**src/rtl/dac_host_if.sv**
```systemverilog
// Sample handshake and DAC pin bundle for the serial DAC write host.
// The master modport is the sample source side, and the slave modport is the DAC host.
interface dac_host_if #(
    parameter int DATA_W = 16
) ();
    logic [DATA_W-1:0] data_in;
    logic              data_valid;
    logic              data_ready;
    logic              SYNC_n;
    logic              SCLK;
    logic              DIN;
    logic              LDAC_n;
    logic              busy;
    logic              done;

    modport master (
        output data_in,
        output data_valid,
        input  data_ready,
        input  SYNC_n,
        input  SCLK,
        input  DIN,
        input  LDAC_n,
        input  busy,
        input  done
    );

    modport slave (
        input  data_in,
        input  data_valid,
        output data_ready,
        output SYNC_n,
        output SCLK,
        output DIN,
        output LDAC_n,
        output busy,
        output done
    );
endinterface

```
**src/rtl/dac_host.sv**
```systemverilog
// SPI-style write master for a 16-bit serial DAC.
// For each valid/ready handshake, the block takes one sample and frames it with SYNC_n.
// It shifts the sample MSB-first on a divided, registered SCLK, and it then strobes LDAC_n.
// DIN is the MSB of the shift register, so every pin comes straight from a flop.
module dac_host #(
    parameter int DATA_W        = 16,
    parameter int CLK_DIV       = 2,
    parameter int CS_SETUP      = 2,
    parameter int CS_HOLD       = 2,
    parameter int LDAC_W        = 2,
    parameter int OFFSET_BINARY = 1
) (
    input  logic       clk,
    input  logic       rst_n,
    input  logic       enable,
    dac_host_if.slave  bus
);

    localparam int CNT_W = 16;
    localparam int BIT_W = (DATA_W > 1) ? $clog2(DATA_W) : 1;

    localparam logic [CNT_W-1:0]  CNT_ZERO  = {CNT_W{1'b0}};
    localparam logic [CNT_W-1:0]  CNT_ONE   = {{(CNT_W-1){1'b0}}, 1'b1};
    localparam logic [BIT_W-1:0]  BIT_ZERO  = {BIT_W{1'b0}};
    localparam logic [BIT_W-1:0]  BIT_ONE   = {{(BIT_W-1){1'b0}}, 1'b1};
    localparam logic [BIT_W-1:0]  BIT_LAST  = BIT_W'(DATA_W - 1);
    localparam logic [CNT_W-1:0]  SETUP_END = CNT_W'(CS_SETUP - 1);
    localparam logic [CNT_W-1:0]  HALF_END  = CNT_W'(CLK_DIV - 1);
    localparam logic [CNT_W-1:0]  HOLD_END  = CNT_W'(CS_HOLD - 1);
    localparam logic [CNT_W-1:0]  LOAD_END  = CNT_W'(LDAC_W - 1);
    localparam logic [DATA_W-1:0] WORD_ZERO = {DATA_W{1'b0}};
    localparam logic [DATA_W-1:0] MSB_MASK  = {1'b1, {(DATA_W-1){1'b0}}};

    typedef enum logic [2:0] {
        ST_IDLE  = 3'd0,
        ST_SETUP = 3'd1,
        ST_SHIFT = 3'd2,
        ST_HOLD  = 3'd3,
        ST_LOAD  = 3'd4
    } state_t;

    // Converts a two's-complement sample to the code the DAC expects.
    function automatic logic [DATA_W-1:0] to_dac_code(input logic [DATA_W-1:0] sample);
        logic [DATA_W-1:0] code;
        if (OFFSET_BINARY != 0) begin
            code = sample ^ MSB_MASK;
        end else begin
            code = sample;
        end
        return code;
    endfunction

    state_t            state_r,  state_nxt_s;
    logic [CNT_W-1:0]  cnt_r,    cnt_nxt_s;
    logic [BIT_W-1:0]  bit_r,    bit_nxt_s;
    logic [DATA_W-1:0] shreg_r,  shreg_nxt_s;
    logic              sync_n_r, sync_n_nxt_s;
    logic              sclk_r,   sclk_nxt_s;
    logic              ldac_n_r, ldac_n_nxt_s;
    logic              ready_r,  ready_nxt_s;
    logic              done_r,   done_nxt_s;
    logic              busy_r;

    // State register and registered pin values; the async reset forces every pin idle at once.
    always_ff @(posedge clk or negedge rst_n) begin
        if (!rst_n) begin
            state_r  <= ST_IDLE;
            cnt_r    <= CNT_ZERO;
            bit_r    <= BIT_ZERO;
            shreg_r  <= WORD_ZERO;
            sync_n_r <= 1'b1;
            sclk_r   <= 1'b0;
            ldac_n_r <= 1'b1;
            ready_r  <= 1'b0;
            done_r   <= 1'b0;
            busy_r   <= 1'b0;
        end else begin
            state_r  <= state_nxt_s;
            cnt_r    <= cnt_nxt_s;
            bit_r    <= bit_nxt_s;
            shreg_r  <= shreg_nxt_s;
            sync_n_r <= sync_n_nxt_s;
            sclk_r   <= sclk_nxt_s;
            ldac_n_r <= ldac_n_nxt_s;
            ready_r  <= ready_nxt_s;
            done_r   <= done_nxt_s;
            busy_r   <= (state_nxt_s != ST_IDLE);
        end
    end

    // Computes the next state and the next value of every registered pin for the frame sequencer.
    always_comb begin
        state_nxt_s  = state_r;
        cnt_nxt_s    = cnt_r;
        bit_nxt_s    = bit_r;
        shreg_nxt_s  = shreg_r;
        sync_n_nxt_s = sync_n_r;
        sclk_nxt_s   = sclk_r;
        ldac_n_nxt_s = ldac_n_r;
        ready_nxt_s  = ready_r;
        done_nxt_s   = 1'b0;
        if (!enable && (state_r != ST_IDLE)) begin
            // Abort: discard the partial word and truncate any LDAC pulse.
            state_nxt_s  = ST_IDLE;
            cnt_nxt_s    = CNT_ZERO;
            bit_nxt_s    = BIT_ZERO;
            shreg_nxt_s  = WORD_ZERO;
            sync_n_nxt_s = 1'b1;
            sclk_nxt_s   = 1'b0;
            ldac_n_nxt_s = 1'b1;
            ready_nxt_s  = 1'b0;
        end else begin
            case (state_r)
                ST_IDLE: begin
                    ready_nxt_s = enable;
                    cnt_nxt_s   = CNT_ZERO;
                    if (enable && bus.data_valid && ready_r) begin
                        shreg_nxt_s  = to_dac_code(bus.data_in);
                        sync_n_nxt_s = 1'b0;
                        ready_nxt_s  = 1'b0;
                        bit_nxt_s    = BIT_ZERO;
                        state_nxt_s  = ST_SETUP;
                    end else begin
                        state_nxt_s = ST_IDLE;
                    end
                end
                ST_SETUP: begin
                    if (cnt_r == SETUP_END) begin
                        cnt_nxt_s   = CNT_ZERO;
                        state_nxt_s = ST_SHIFT;
                    end else begin
                        cnt_nxt_s = cnt_r + CNT_ONE;
                    end
                end
                ST_SHIFT: begin
                    if (cnt_r == HALF_END) begin
                        cnt_nxt_s = CNT_ZERO;
                        if (sclk_r) begin
                            // The falling edge ends the bit period; the next bit goes out on this edge.
                            sclk_nxt_s = 1'b0;
                            if (bit_r == BIT_LAST) begin
                                bit_nxt_s   = BIT_ZERO;
                                state_nxt_s = ST_HOLD;
                            end else begin
                                bit_nxt_s   = bit_r + BIT_ONE;
                                shreg_nxt_s = {shreg_r[DATA_W-2:0], 1'b0};
                            end
                        end else begin
                            sclk_nxt_s = 1'b1;
                        end
                    end else begin
                        cnt_nxt_s = cnt_r + CNT_ONE;
                    end
                end
                ST_HOLD: begin
                    if (cnt_r == HOLD_END) begin
                        cnt_nxt_s    = CNT_ZERO;
                        sync_n_nxt_s = 1'b1;
                        ldac_n_nxt_s = 1'b0;
                        state_nxt_s  = ST_LOAD;
                    end else begin
                        cnt_nxt_s = cnt_r + CNT_ONE;
                    end
                end
                ST_LOAD: begin
                    if (cnt_r == LOAD_END) begin
                        cnt_nxt_s    = CNT_ZERO;
                        ldac_n_nxt_s = 1'b1;
                        shreg_nxt_s  = WORD_ZERO;
                        done_nxt_s   = 1'b1;
                        ready_nxt_s  = enable;
                        state_nxt_s  = ST_IDLE;
                    end else begin
                        cnt_nxt_s = cnt_r + CNT_ONE;
                    end
                end
                default: begin
                    state_nxt_s  = ST_IDLE;
                    cnt_nxt_s    = CNT_ZERO;
                    bit_nxt_s    = BIT_ZERO;
                    shreg_nxt_s  = WORD_ZERO;
                    sync_n_nxt_s = 1'b1;
                    sclk_nxt_s   = 1'b0;
                    ldac_n_nxt_s = 1'b1;
                    ready_nxt_s  = 1'b0;
                end
            endcase
        end
    end

    assign bus.data_ready = ready_r;
    assign bus.SYNC_n     = sync_n_r;
    assign bus.SCLK       = sclk_r;
    assign bus.DIN        = shreg_r[DATA_W-1];
    assign bus.LDAC_n     = ldac_n_r;
    assign bus.busy       = busy_r;
    assign bus.done       = done_r;

endmodule

```
**src/flat_wrapper.sv**
```systemverilog
// flat-port wrapper written by rule: the top's interface ports become plain ports
module dac_host_flat 
#(
    parameter int DATA_W        = 16,
    parameter int CLK_DIV       = 2,
    parameter int CS_SETUP      = 2,
    parameter int CS_HOLD       = 2,
    parameter int LDAC_W        = 2,
    parameter int OFFSET_BINARY = 1
)
  (clk, rst_n, enable, bus_data_in, bus_data_valid, bus_data_ready, bus_SYNC_n, bus_SCLK, bus_DIN, bus_LDAC_n, bus_busy, bus_done);
  dac_host_if #(.DATA_W(DATA_W)) bus_i ();
  input  logic clk;
  input  logic rst_n;
  input  logic enable;
  input wire logic [$bits(bus_i.data_in)-1:0] bus_data_in;
  input wire logic [$bits(bus_i.data_valid)-1:0] bus_data_valid;
  output wire logic [$bits(bus_i.data_ready)-1:0] bus_data_ready;
  output wire logic [$bits(bus_i.SYNC_n)-1:0] bus_SYNC_n;
  output wire logic [$bits(bus_i.SCLK)-1:0] bus_SCLK;
  output wire logic [$bits(bus_i.DIN)-1:0] bus_DIN;
  output wire logic [$bits(bus_i.LDAC_n)-1:0] bus_LDAC_n;
  output wire logic [$bits(bus_i.busy)-1:0] bus_busy;
  output wire logic [$bits(bus_i.done)-1:0] bus_done;
  assign bus_i.data_in = bus_data_in;
  assign bus_i.data_valid = bus_data_valid;
  assign bus_data_ready = bus_i.data_ready;
  assign bus_SYNC_n = bus_i.SYNC_n;
  assign bus_SCLK = bus_i.SCLK;
  assign bus_DIN = bus_i.DIN;
  assign bus_LDAC_n = bus_i.LDAC_n;
  assign bus_busy = bus_i.busy;
  assign bus_done = bus_i.done;
  dac_host #(.DATA_W(DATA_W), .CLK_DIV(CLK_DIV), .CS_SETUP(CS_SETUP), .CS_HOLD(CS_HOLD), .LDAC_W(LDAC_W), .OFFSET_BINARY(OFFSET_BINARY)) u_core (.clk(clk), .rst_n(rst_n), .enable(enable), .bus(bus_i));
endmodule
```
**config.mk**
```make
export PLATFORM = sky130hd
export DESIGN_NAME = dac_host_flat
export DESIGN_NICKNAME = d
export VERILOG_FILES = /design/src/rtl/dac_host_if.sv /design/src/rtl/dac_host.sv /design/src/flat_wrapper.sv
export SDC_FILE = /design/constraint.sdc
export NUM_CORES = 1
export LEC_CHECK = 0
export CAP_MARGIN = 15
export CORE_UTILIZATION = 40
export DETAILED_ROUTE_END_ITERATION = 7
export GPL_ROUTABILITY_DRIVEN = 0
export PLACE_DENSITY_LB_ADDON = 0.15
export SYNTH_ARGS = -nofsm -noshare
export SYNTH_HDL_FRONTEND = slang
export SYNTH_SLANG_ARGS = --single-unit
```
**constraint.sdc**
```tcl
create_clock -name clk -period 2.6 [get_ports clk]
set_clock_uncertainty 0.05 [all_clocks]
set_input_delay 0.39 -clock clk [delete_from_list [all_inputs] [get_ports clk]]
set_output_delay 0.39 -clock clk [all_outputs]
set_load 0.02 [all_outputs]
```
==> After elaboration in Yosys (flattened, before gate mapping) <==
Cells that the tools add are included.
{ "word_totals": {"ff_bits": 45, "mem_bits_rw": 0, "output_inout_bits": 7, "word_cells": 94, "rom_bits": 0, "memories": 0, "latchBits": 0, "input_bits": 20} }
{ "classes": {"n_addsub": 2, "n_div": 0, "magnitude_cmp": 0, "shifts": 0, "n_reduce_logical": 20, "muxes": 43, "n_mul": 0, "bitwise": 1, "n_eq_ne": 18} }
{ "op_table": {"columns": ["cell", "count"], "rows": [
  ["two-way mux 16 bit", 9],
  ["case mux 16 bit (4 select lines)", 1],
  ["two-way mux 3 bit", 7],
  ["two-way mux 4 bit", 5],
  ["adder 16 x 1 -> 16 bit, second input constant", 1],
  ["== test 16 x 1 -> 1 bit, second input constant", 1],
  ["two-way mux 1 bit", 15],
  ["!= test 3 x 1 -> 1 bit, second input constant", 5],
  ["case mux 3 bit (5 select lines)", 1],
  ["!= test 2 x 1 -> 1 bit, second input constant", 6],
  ["case mux 4 bit (3 select lines)", 1],
  ["OR reduction 3 bit", 4],
  ["case mux 1 bit (3 select lines)", 3],
  ["OR reduction 4 bit", 2],
  ["== test 3 x 2 -> 1 bit, second input constant", 2],
  ["AND reduction 3 bit", 2],
  ["AND reduction 6 bit", 1],
  ["nonzero test 3 bit", 2],
  ["adder 4 x 1 -> 4 bit, second input constant", 1],
  ["== test 4 bit, second input constant", 1],
  ["AND reduction 2 bit", 2],
  ["AND reduction 4 bit", 1],
  ["== test 3 x 1 -> 1 bit, second input constant", 1],
  ["== test 3 bit, second input constant", 1],
  ["other kinds (7)", 9]
]} }

==> Longest topological paths before layout <==
{ "depth": {"depth_word": 7, "ltp_mapped": 9, "mapped_depth_nobuf": 7} }

==> Worst setup path after synthesis <==
No wires, ideal clock.
{ "synth_path": {"path_type": "flip-flop to flip-flop", "startpoint": "reg u_core.cnt_r[1]", "endpoint": "reg u_core.shreg_r[5]", "path_stages_with_launch": 10, "path_slack_ps": 845, "setup_ps": 128, "arrival_time_ps": 1577, "path_buffers": 2, "t_required_ps": 2422, "path_cell_list": "dfrtp_1 -> inv_1 -> ha_1 -> nor4b_1 -> and4_1 -> buf_4 -> o221ai_2 -> buf_2 -> nand2_1 -> o21ai_0"} }
{ "synth_via": {"elab_chain_cells": 3} }
{ "synth_lines": {"columns": ["item", "line_no", "source"], "rows": [
  ["from (decl)", "dac_host.sv:54", "logic [CNT_W-1:0] cnt_r, cnt_nxt_s;"],
  ["from (signal assigned)", "dac_host.sv:79", "cnt_r <= cnt_nxt_s;"],
  ["== test 16 x 1 -> 1 bit *", "dac_host.sv:136, dac_host.sv:166", null],
  ["!= test 3 x 1 -> 1 bit (no line)", null, null],
  ["AND reduction 6 bit (no line) *", null, null],
  ["to (signal assigned)", "dac_host.sv:81", "shreg_r <= shreg_nxt_s;"],
  ["to (decl)", "dac_host.sv:56", "logic [DATA_W-1:0] shreg_r, shreg_nxt_s;"]
]} }
Every way passes the cells marked *; elsewhere a longest branch is shown, timed or not.
A chain may end at the register's enable or synchronous reset.

==> Final worst setup path <==
{ "layout_path": {"startpoint": "reg u_core.cnt_r[1]", "endpoint": "reg u_core.shreg_r[0]"} }
The elaborated chain is that of the path after synthesis.

==> reports/results.ini <==
[outcome]
outcome = finished clean

[global_route]
grt_pass1_wl_um = 8320
antenna_found_initial = 0
gr-total-overflow = 0
grt_pass1_vias = 1742
grt_max_degree = 32
grt_use_total_pct = 17.3

[die]
pin_count = 27
design.die.area_um2 = 6180
die_w_um = 78.6
initial_core_util_pct = 42.1
placementRows = 27
die_height_um = 78.6
core-area_um2 = 5570

[setup_path]
path_class = register to register
crit_required_ns = 2.74
arrival_ns = 2.30
reg2reg_from = u_core.cnt_r[1]$_DFF_PN0_
start_kind = register
path_max_fanout = 31
crit_path_end_kind = register
cp-startpoint = u_core.cnt_r[1]$_DFF_PN0_

[sta]
max_clock_freq_mhz = 464
period_minus_slack_ns = 2.16
holdWs_ns = 0.442
tns_ns = 0
finalHoldViolations = 0
post-route-period-util_pct = 83.0
rsz0062_at_grt = no
setup_viol = 0
tightest_slew_ns = 0.676
fin_ws_ns = 0.443
slew_viol_final = 0
maxSlewHeadroom_pct = 54.8

[synthesis]
ys.flop_type = dfrtp_1
syn_nets = 270
async_reset_ff_share_pct = 100
synthCells = 247
ys_seq_area_share_pct = 48.1
synth_edf_count = 0
netlist_area_um2 = 2350
ys_seq_elements = 45
avgSynthCellArea_um2 = 9.50
ys_types = 47
ys_warn_count = 0

[routing]
vias = 1862
wirelength_um = 4880
postRouteAntennaNets = 0
drt_pass1_iterations = 4
routedWlPerCell_um = 14.1
drc_errors = 0
drt-initial-drc-count = 79
routed_via_density = 5.40

[min_path]
worstHoldPathType = register to register
hold_path_startpoint = u_core.shreg_r[13]$_DFFE_PN0P_

[cells_and_area]
syn2layout_area_growth_pct = 17.8
final_cell_mix = dfrtp_1, nor2_1, clkdlybuf4s50_1, nand2_1, o21ai_0
final_util_pct = 49.6
antennaDiodeCount = 0
final_cell_area_um2 = 2760
drive_above_1_share_pct = 8.42
fillers = 537
nNetsFinal = 295
ff_latch_area_um2 = 1130
fin_cells = 345
layout_commonest_cell = dfrtp_1
multiInputGateArea_um2 = 1130

[cts]
clk_path_buf_depth = 2
tritoncts = built
htreeDepth = 2
cts_buffers = 5
cts_sinks = 45
cts_root_buf = clkbuf_8
clock_latency_ns = 0.30
clkTransAtPathRegs_ns = 0.09

[pwr]
p_leak_nw = 1.19
totalPowerFinal_mw = 2.21
ir_drop_mv = 0.304
cellPowerDensity_nw_per_um2 = 801

[placed_design]
dpl.hpwl_um = 3270
dp_cells = 336
dp_slack_ns = 0.398
portBuffers = 26
place_area_um2 = 2660

[job]
maxCapViolations = 0

==> flip-flops by register name (all words and copies together) (netlist names) <==
| name | count |
|---|---|
| u_core.bus.data_ready | 1 |
| u_core.bus.SYNC_n | 1 |
| u_core.bus.LDAC_n | 1 |
| u_core.bus.busy | 1 |
| u_core.shreg_r | 16 |
| u_core.bus.done | 1 |
| u_core.bit_r | 4 |
| u_core.cnt_r | 16 |
| u_core.bus.SCLK | 1 |
| u_core.state_r | 3 |
==> critical path, cell delays in order, from the launching register on <==
cell      delay (ns)
dfrtp_1         0.41
inv_1           0.06
ha_1            0.15
nor4b_1         0.32
and4_1          0.47
o221ai_2        0.13
buf_4           0.23
a32o_1          0.22
==> path summary, 6_finish.rpt <==
check / to / slack [ns] / cells past startpoint
min in group asynchronous: u_core.shreg_r[10]$_DFFE_PN0P_ / 0.51 / 2
worst min register to register: u_core.shreg_r[13]$_DFFE_PN0P_ / 0.44 / 2
max in group asynchronous: u_core.bus.SYNC_n$_DFFE_PN1P_ / 1.22 / 3
worst min-delay path: u_core.shreg_r[13]$_DFFE_PN0P_ / 0.44 / 2
worst max register to register: u_core.shreg_r[0]$_DFFE_PN0P_ / 0.44 / 7
worst max-delay path: u_core.shreg_r[0]$_DFFE_PN0P_ / 0.44 / 7
==> power by group <==
| group | switching (mW) | internal, mW | total, mW |
|---|---|---|---|
| combinational | 0.451 | 0.340 | 0.791 |
| clock | 0.240 | 0.216 | 0.456 |
| sequential | 0.116 | 0.850 | 0.966 |
==> area by class of cell <==
cell class,instances,area share [%]
Tap cell,72,3.26
Inverter,4,0.543
Clock buffer,6,2.99
Sequential cell,45,40.9
Clock inverter,2,0.498
Multi-Input combinational cell,184,40.9
Timing Repair Buffer,32,11.0
==> cells in the mapped netlist, types with 3 or more instances <==
cell type   n  area share (%)
ha_1        3             1.6
clkbuf_1    5            0.80
a22oi_1    15             4.8
nor3_1      4            0.85
nor2_1     26             4.2
nand2_1    24             3.8
o21ai_1     4            0.85
o21ai_0    16             3.4
a21oi_1    11             2.3
nand3_1    13             2.8
dfrtp_1    43              46
nand2b_1    4             1.1
and3_1     10             2.7
buf_2       6             1.3
xor2_1      9             3.4
inv_1       4            0.64
xnor2_1     6             2.2
a21o_1      3            0.96
nand4_1     5             1.3
==> per-layer routing <==
| layer | GRT usage, % | share of wire (%) | vias to the layer above |
|---|---|---|---|
| met5 | 0 | 0 | - |
| met4 | 5.93 | 1.1 | 0 |
| met3 | 5.00 | 4.7 | 5 |
| met2 | 25.6 | 42 | 37 |
| met1 | 24.2 | 52 | 879 |
| li1 | - | - | 941 |
==> kinds of logic after synthesis <==
| family | share of synthesized area, % |
|---|---|
| buffers and inverters | 3.73 |
| xor gates and xnor gates | 5.60 |
| adders and majority gates | 1.60 |
| DFF | 48.1 |
| AOI/OAI and AO/OA | 17.9 |
| and+or+nand+nor | 23.1 |
==> timing repair <==
action	CTS	global route
hold endpoints to repair	19	0
hold buffers	1	0
buffers inserted	0	0
resized for setup	0	0
Power figures use the tool's default switching activity.
